## src/rtl/updown_counter_mod.sv

```systemverilog
// Parametrised modulo up/down counter with runtime limit, parallel load and boundary flag.
// Optional saturating mode is compiled in when UPDOWN_COUNTER_SAT_EN is defined (adds port sat).
module updown_counter_mod #(
    parameter int unsigned W  = 8,
    parameter int unsigned SW = 4
) (
    input  logic          clk,
    input  logic          nrst,
    input  logic          en,
    input  logic          load,
    input  logic [W-1:0]  load_val,
    input  logic          down,
    input  logic [SW-1:0] step,
    input  logic [W-1:0]  limit,
`ifdef UPDOWN_COUNTER_SAT_EN
    input  logic          sat,
`endif
    output logic [W-1:0]  out,
    output logic          wrap,
    output logic          zero
);

    localparam logic [W-1:0] OneW = 1;

    logic [W-1:0] out_q, out_d;
    logic         wrap_q, wrap_d;
    logic         sat_en;
    logic [W-1:0] step_w, s_w;
    logic [W:0]   sum;

`ifdef UPDOWN_COUNTER_SAT_EN
    assign sat_en = sat;
`else
    assign sat_en = 1'b0;
`endif

    // Step is clamped to the limit so a single move never spans more than one modulo period.
    assign step_w = W'(step);
    assign s_w    = (step_w > limit) ? limit : step_w;
    assign sum    = {1'b0, out_q} + {1'b0, s_w};

    always_comb begin
        out_d  = out_q;
        wrap_d = 1'b0;
        if (load) begin
            out_d = (load_val > limit) ? limit : load_val;
        end else if (en) begin
            if (out_q > limit) begin
                out_d  = sat_en ? limit : '0;
                wrap_d = 1'b1;
            end else if (!down) begin
                if (sum > {1'b0, limit}) begin
                    // Result is below limit+1, so W-bit modular arithmetic is exact.
                    out_d  = sat_en ? limit : (out_q + s_w - limit - OneW);
                    wrap_d = 1'b1;
                end else begin
                    out_d = sum[W-1:0];
                end
            end else begin
                if (s_w > out_q) begin
                    out_d  = sat_en ? '0 : (out_q + limit + OneW - s_w);
                    wrap_d = 1'b1;
                end else begin
                    out_d = out_q - s_w;
                end
            end
        end
    end

    always_ff @(posedge clk) begin
        if (!nrst) begin
            out_q  <= '0;
            wrap_q <= 1'b0;
        end else begin
            out_q  <= out_d;
            wrap_q <= wrap_d;
        end
    end

    assign out  = out_q;
    assign wrap = wrap_q;
    assign zero = (out_q == '0);

endmodule
```

## config.mk

```make
export PLATFORM = sky130hd
export DESIGN_NAME = updown_counter_mod
export DESIGN_NICKNAME = d
export VERILOG_FILES = /design/src/rtl/updown_counter_mod.sv
export SDC_FILE = /design/constraint.sdc
export NUM_CORES = 1
export LEC_CHECK = 0
export BUFFER_PORTS_ARGS = -buffer_cell sky130_fd_sc_hd__buf_2
export CAP_MARGIN = 15
export CORE_UTILIZATION = 25
export DETAILED_ROUTE_END_ITERATION = 8
export HOLD_SLACK_MARGIN = 0.15
export PLACE_DENSITY = 0.43
export REMOVE_ABC_BUFFERS = 1
export SYNTH_ARGS = -nofsm -noshare
export SYNTH_HDL_FRONTEND = slang
export SYNTH_SLANG_ARGS = --single-unit
export TNS_END_PERCENT = 20
```

## constraint.sdc

```tcl
create_clock -name clk -period 9.2 [get_ports clk]
set_input_delay 1.38 -clock clk [delete_from_list [all_inputs] [get_ports clk]]
set_output_delay 1.38 -clock clk [all_outputs]
set_load 0.05 [all_outputs]
```

Word-level counts from Yosys, hierarchy flattened:

Index checks and enable logic that the tools add are counted.

* register bits: 9
* logic and storage cells: 32

* $add $sub $neg: 8
* order comparisons: 5
* muxes and demuxes: 12
* bitwise gates (word level): 2
* reduce and logical (&&, ||, !) cells: 3

Operators with widths (count)
* two-way mux 8 bit: 8
* > comparator 8 bit: 3
* subtractor 8 bit: 3
* adder 8 bit: 2
* adder 8 x 8 -> 9 bit: 1
* > comparator 9 x 8 -> 1 bit: 1
* adder 8 x 1 -> 8 bit (second input constant): 1
* > comparator 4 x 8 -> 1 bit: 1
* zero test 8 bit: 1
* subtractor 8 x 1 -> 8 bit (second input constant): 1
* two-way mux 1 bit: 4
* OR reduction 3 bit: 1
* inverter 1 bit: 2
* nonzero test 2 bit: 1

Logic depth before layout (Yosys ltp):

* depth in word-level cells: 10
* gate-level depth with buffers: 25
* mapped depth without buffers: 24

Worst setup path before layout:

Ideal clock, no wire load.

* path type: input -> register
* start: input port limit[1]
* end: register out_q[5] (netlist: out[5])
* library setup time: 0.058 ns
* data arrival time: 5.314 ns
* required time: 9.142 ns
* path slack: 3.828 ns
* cell stages on the path: 25
* cells stage by stage: inv_1 -> ha_1 -> nor2b_1 -> o21ai_0 -> nand2b_1 -> a21oi_1 -> nor2_1 -> mux2i_1 -> inv_1 -> ha_1 -> fa_1 -> nand3_2 -> a21oi_2 -> nor2_1 -> o21bai_1 -> xnor2_1 -> ha_1 -> nand4_1 -> a21oi_1 -> nor4_1 -> o32ai_2 -> buf_6 -> mux2i_1 -> a2111o_1 -> nand2_1

* word-level cells in the longest chain between the ends: 10
* elaborated cells on any way between the ends: 21

Ends and longest elaborated chain
* start, declared: line 14 `input logic [W-1:0] limit,`
* > comparator 4 x 8 -> 1 bit: line 39 `assign s_w = (step_w > limit) ? limit : step_w;`
* two-way mux 8 bit: line 39
* adder 8 bit: line 54 `out_d = sat_en ? limit : (out_q + s_w - limit - OneW);`
* subtractor 8 bit: line 54
* subtractor 8 x 1 -> 8 bit: line 54
* two-way mux 8 bit: line 52 `if (sum > {1'b0, limit}) begin`
* two-way mux 8 bit: line 51 `end else if (!down) begin`
* two-way mux 8 bit: line 48 `if (out_q > limit) begin`
* two-way mux 8 bit: line 47 `end else if (en) begin`
* two-way mux 8 bit *: line 45 `if (load) begin`
* end signal, assigned: line 75 `out_q <= out_d;`
* end, declared: line 25 `logic [W-1:0] out_q, out_d;`

Mark *: on every way between the ends. The rest lies on a longest branch, timed or not. The select of a mux whose other input is x is not followed.
A chain may end at the register's enable or synchronous reset.

Worst setup path after layout:

* start: input port limit[1]
* end: register out_q[4] (netlist: out[4])

Same word-level chain as after synthesis.

==> impl_metrics.json <==
{
  "outcome": "finished clean",
  "fill_cells": 1333,
  "layout_worst_path_cycle_share": 0.674,
  "multiplexer_share_of_the_synthesized_area": 0.0667,
  "drt_first_iter_violations": 167,
  "synth_compound_gate_area_share": 0.244,
  "synth_flop_cell": "sky130_fd_sc_hd__dfxtp_1",
  "post_drt_via_cell_ratio": 4.97,
  "final_cell_area_mm2": 0.00349,
  "synth.ff_latch_count": 9,
  "timing.max_slew.rel_slack": 0.304,
  "cts.path.max_buffers": 2,
  "finalNonFillerCells": 556,
  "vias": 2766,
  "hold_path_class": "register to register",
  "number_of_buffers_created_by_cts": 3,
  "yosysWarnings": 0,
  "timing.critical_path.arrival_ps": 6330,
  "post_cts_resized": 0,
  "postRouteWirelength_mm": 9.47,
  "synthArstFlopShare": 0,
  "criticalPathCategory": "input port to register",
  "grt_first_pass_wirelength_mm": 15.4,
  "start_util": 0.256,
  "core_mm2": 0.0120,
  "setup_skew_after_layout_ps": 2.33,
  "ir_worst_vdd_mv": 0.0620,
  "placed_cells": 552,
  "nets": 513,
  "netlist_instances": 371,
  "tot_gr_track_use": 0.155,
  "post-route-drc-count": 0,
  "synth_xor_area_frac": 0.0712,
  "crit_required_ps": 9330,
  "power_density_over_the_cells_mw_per_mm2": 185,
  "routed_wire_length_per_instance_um": 17.0,
  "synth_top_area_cell": "sky130_fd_sc_hd__ha_1",
  "post_cts_hold_buffer_count": 0,
  "period_minus_slack_ps": 6200,
  "first_global_vias": 2840,
  "worst_setup_path_end_kind": "register",
  "areaGrowthSynthToFinish_pct": 13.3,
  "placementRows": 40,
  "clock_latency_ps": 240,
  "clock_tree_from_tritoncts": "built",
  "synth_enable_flop_cells": 0,
  "global_route.overflow_total": 0,
  "ys_seq_area_frac": 0.0586,
  "grt_setup_unrepaired": "no",
  "largest_net_degree_at_the_start_of_global_routing": 20,
  "hpwl_mm": 8.32,
  "firstDrtPassIters": 4,
  "netlist-cell-type-count": 63,
  "antennaDiodeCount": 0,
  "setup-violations-final": 0,
  "synth.cells.most_frequent": "sky130_fd_sc_hd__ha_1 (64), sky130_fd_sc_hd__inv_1 (39), sky130_fd_sc_hd__a21oi_1 (36)",
  "port_buffers": 34,
  "area_fraction_of_the_dominant_cell_type_after_synthesis": 0.260,
  "design.portCount": 35,
  "synth_most_common_cell": "sky130_fd_sc_hd__ha_1",
  "place.gp.congestion": 0.775,
  "die_y_um": 113,
  "ant_nets": 0,
  "cpMaxStageDelayCell": "sky130_fd_sc_hd__o32ai_2",
  "cpMostUsedCell": "sky130_fd_sc_hd__ha_1",
  "final-hold-violation-count": 0,
  "cellLeakagePower_nw": 1.72,
  "maxSlewViolCount": 0,
  "setup.worst_path.start_class": "input port",
  "post_synth_and_or_nand_nor_area_fraction": 0.137,
  "syn-cell-area_mm2": 0.00308,
  "synth-adder-area-share": 0.351,
  "grt.met2_usage": 0.278,
  "placement.cell_area_mm2": 0.00341,
  "critPathTopFamily": "compound AO/OA/AOI/OAI gates",
  "critical-path-max-stage-delay_ps": 840,
  "post_synth_main_area_contributors": "sky130_fd_sc_hd__ha_1 (26%), sky130_fd_sc_hd__fa_1 (9.1%), sky130_fd_sc_hd__a21oi_1 (5.9%)",
  "timing.max_cap.violations": 0,
  "fmax_mhz": 161,
  "cp_max_fo": 11,
  "cts.reportedPaths.clkPinSlew_ps": 40,
  "grt_util_met3": 0.00964,
  "cts_setup_buffers": 0,
  "clock_tree.root_cell": "sky130_fd_sc_hd__clkbuf_16",
  "cp.buffers_inverters": 3,
  "combinational_family_with_the_most_area_after_synthesis": "adder cells",
  "fin_util": 0.290,
  "antenna_violations_before_repair": 0,
  "htree_depth": 1,
  "worst_pin_slew_ps": 1040,
  "dieWidth_um": 113,
  "numClockSinks": 9,
  "grt.met1_usage": 0.208,
  "final_layout_size_suffix_gt1_frac": 0.137,
  "globalRoute.busiestLayer": "met2",
  "final.setup.tns_ps": 0,
  "avgSynthCellArea_um2": 8.29,
  "die-area_mm2": 0.0128
}
per-stage QoR:
step	hold WS [ps]	power, mW	setup WS, ps
2_1_floorplan	854	0.438	3580
3_3_place_gp	718	0.568	2840
3_5_place_dp	723	0.567	2760
4_1_cts	724	0.649	2990
5_1_grt	739	0.709	2570
6_report	722	0.645	3000
cell families (layout without fill, tap and decap cells):
family	after synthesis	count (layout)
other	2	11
AOI/OAI and AO/OA	106	106
and+or+nand+nor	81	81
buffers and inverters	50	79
muxes	20	20
DFF	9	9
xor gates and xnor gates	25	25
adders and majority gates	78	78
placed cells by master, fill, tap and decap left out, drive strengths merged, types with 5 or more instances in the layout:
cell type / synthesis / routed
dfxtp: 9 / 9
a211oi: 5 / 5
mux2i: 16 / 16
xor2: 9 / 9
o21bai: 5 / 5
nor3: 5 / 5
a21o: 10 / 10
buf: 6 / 34
inv: 40 / 40
nand3: 10 / 10
conb: 2 / 11
nor2: 20 / 20
nand2: 14 / 14
a21oi: 39 / 39
fa: 14 / 14
o21ai: 13 / 13
ha: 64 / 64
xnor2: 16 / 16
metal layers:
| metal | vias to the layer above | wire, µm |
|---|---|---|
| li1 | 1409 | - |
| met1 | 1302 | 4530 |
| met2 | 49 | 4580 |
| met3 | 6 | 282 |
| met4 | 0 | 78 |
| met5 | - | 0 |
worst reg2reg max path, delay by kind of cell, from the launching register on:
family	cells	cell delay [ps]
AO/OA/AOI/OAI	6	1900
flip-flops	1	680
adder cells (fa/ha/maj)	2	670
AND/OR/NAND/NOR	3	390
multiplexers	1	160
XOR/XNOR	1	110
registers in the layout, summed over array words and instances, names as in the netlist:
register  count
out           8
wrap          1
power by group:
group	leakage [nW]	switching [mW]	internal (mW)	total (mW)
registers	0.0748	0.0221	0.0464	0.0684
clock network	0.0382	0.0201	0.0581	0.0781
logic	1.61	0.293	0.206	0.498
worst paths after layout:
kind / from / to / slack (ps) / cells after the start
setup / recovery: limit[1] / out[4] / 3000 / 25
hold / removal: out[7] / out[7] / 720 / 2
setup reg to reg: out[1] / out[4] / 5190 / 13
hold reg to reg: out[7] / out[7] / 720 / 2
layout make-up:
cell class                 instances  area (µm²)  share of cell area
tap                              147         184              0.0528
inverter                          41         154              0.0441
timing repair buffer              34         170              0.0488
multi-input combinational        321        2720               0.780
sequential                         9         180              0.0517
clock buffer                       4        78.8              0.0226
Power figures use the tool's default switching activity.
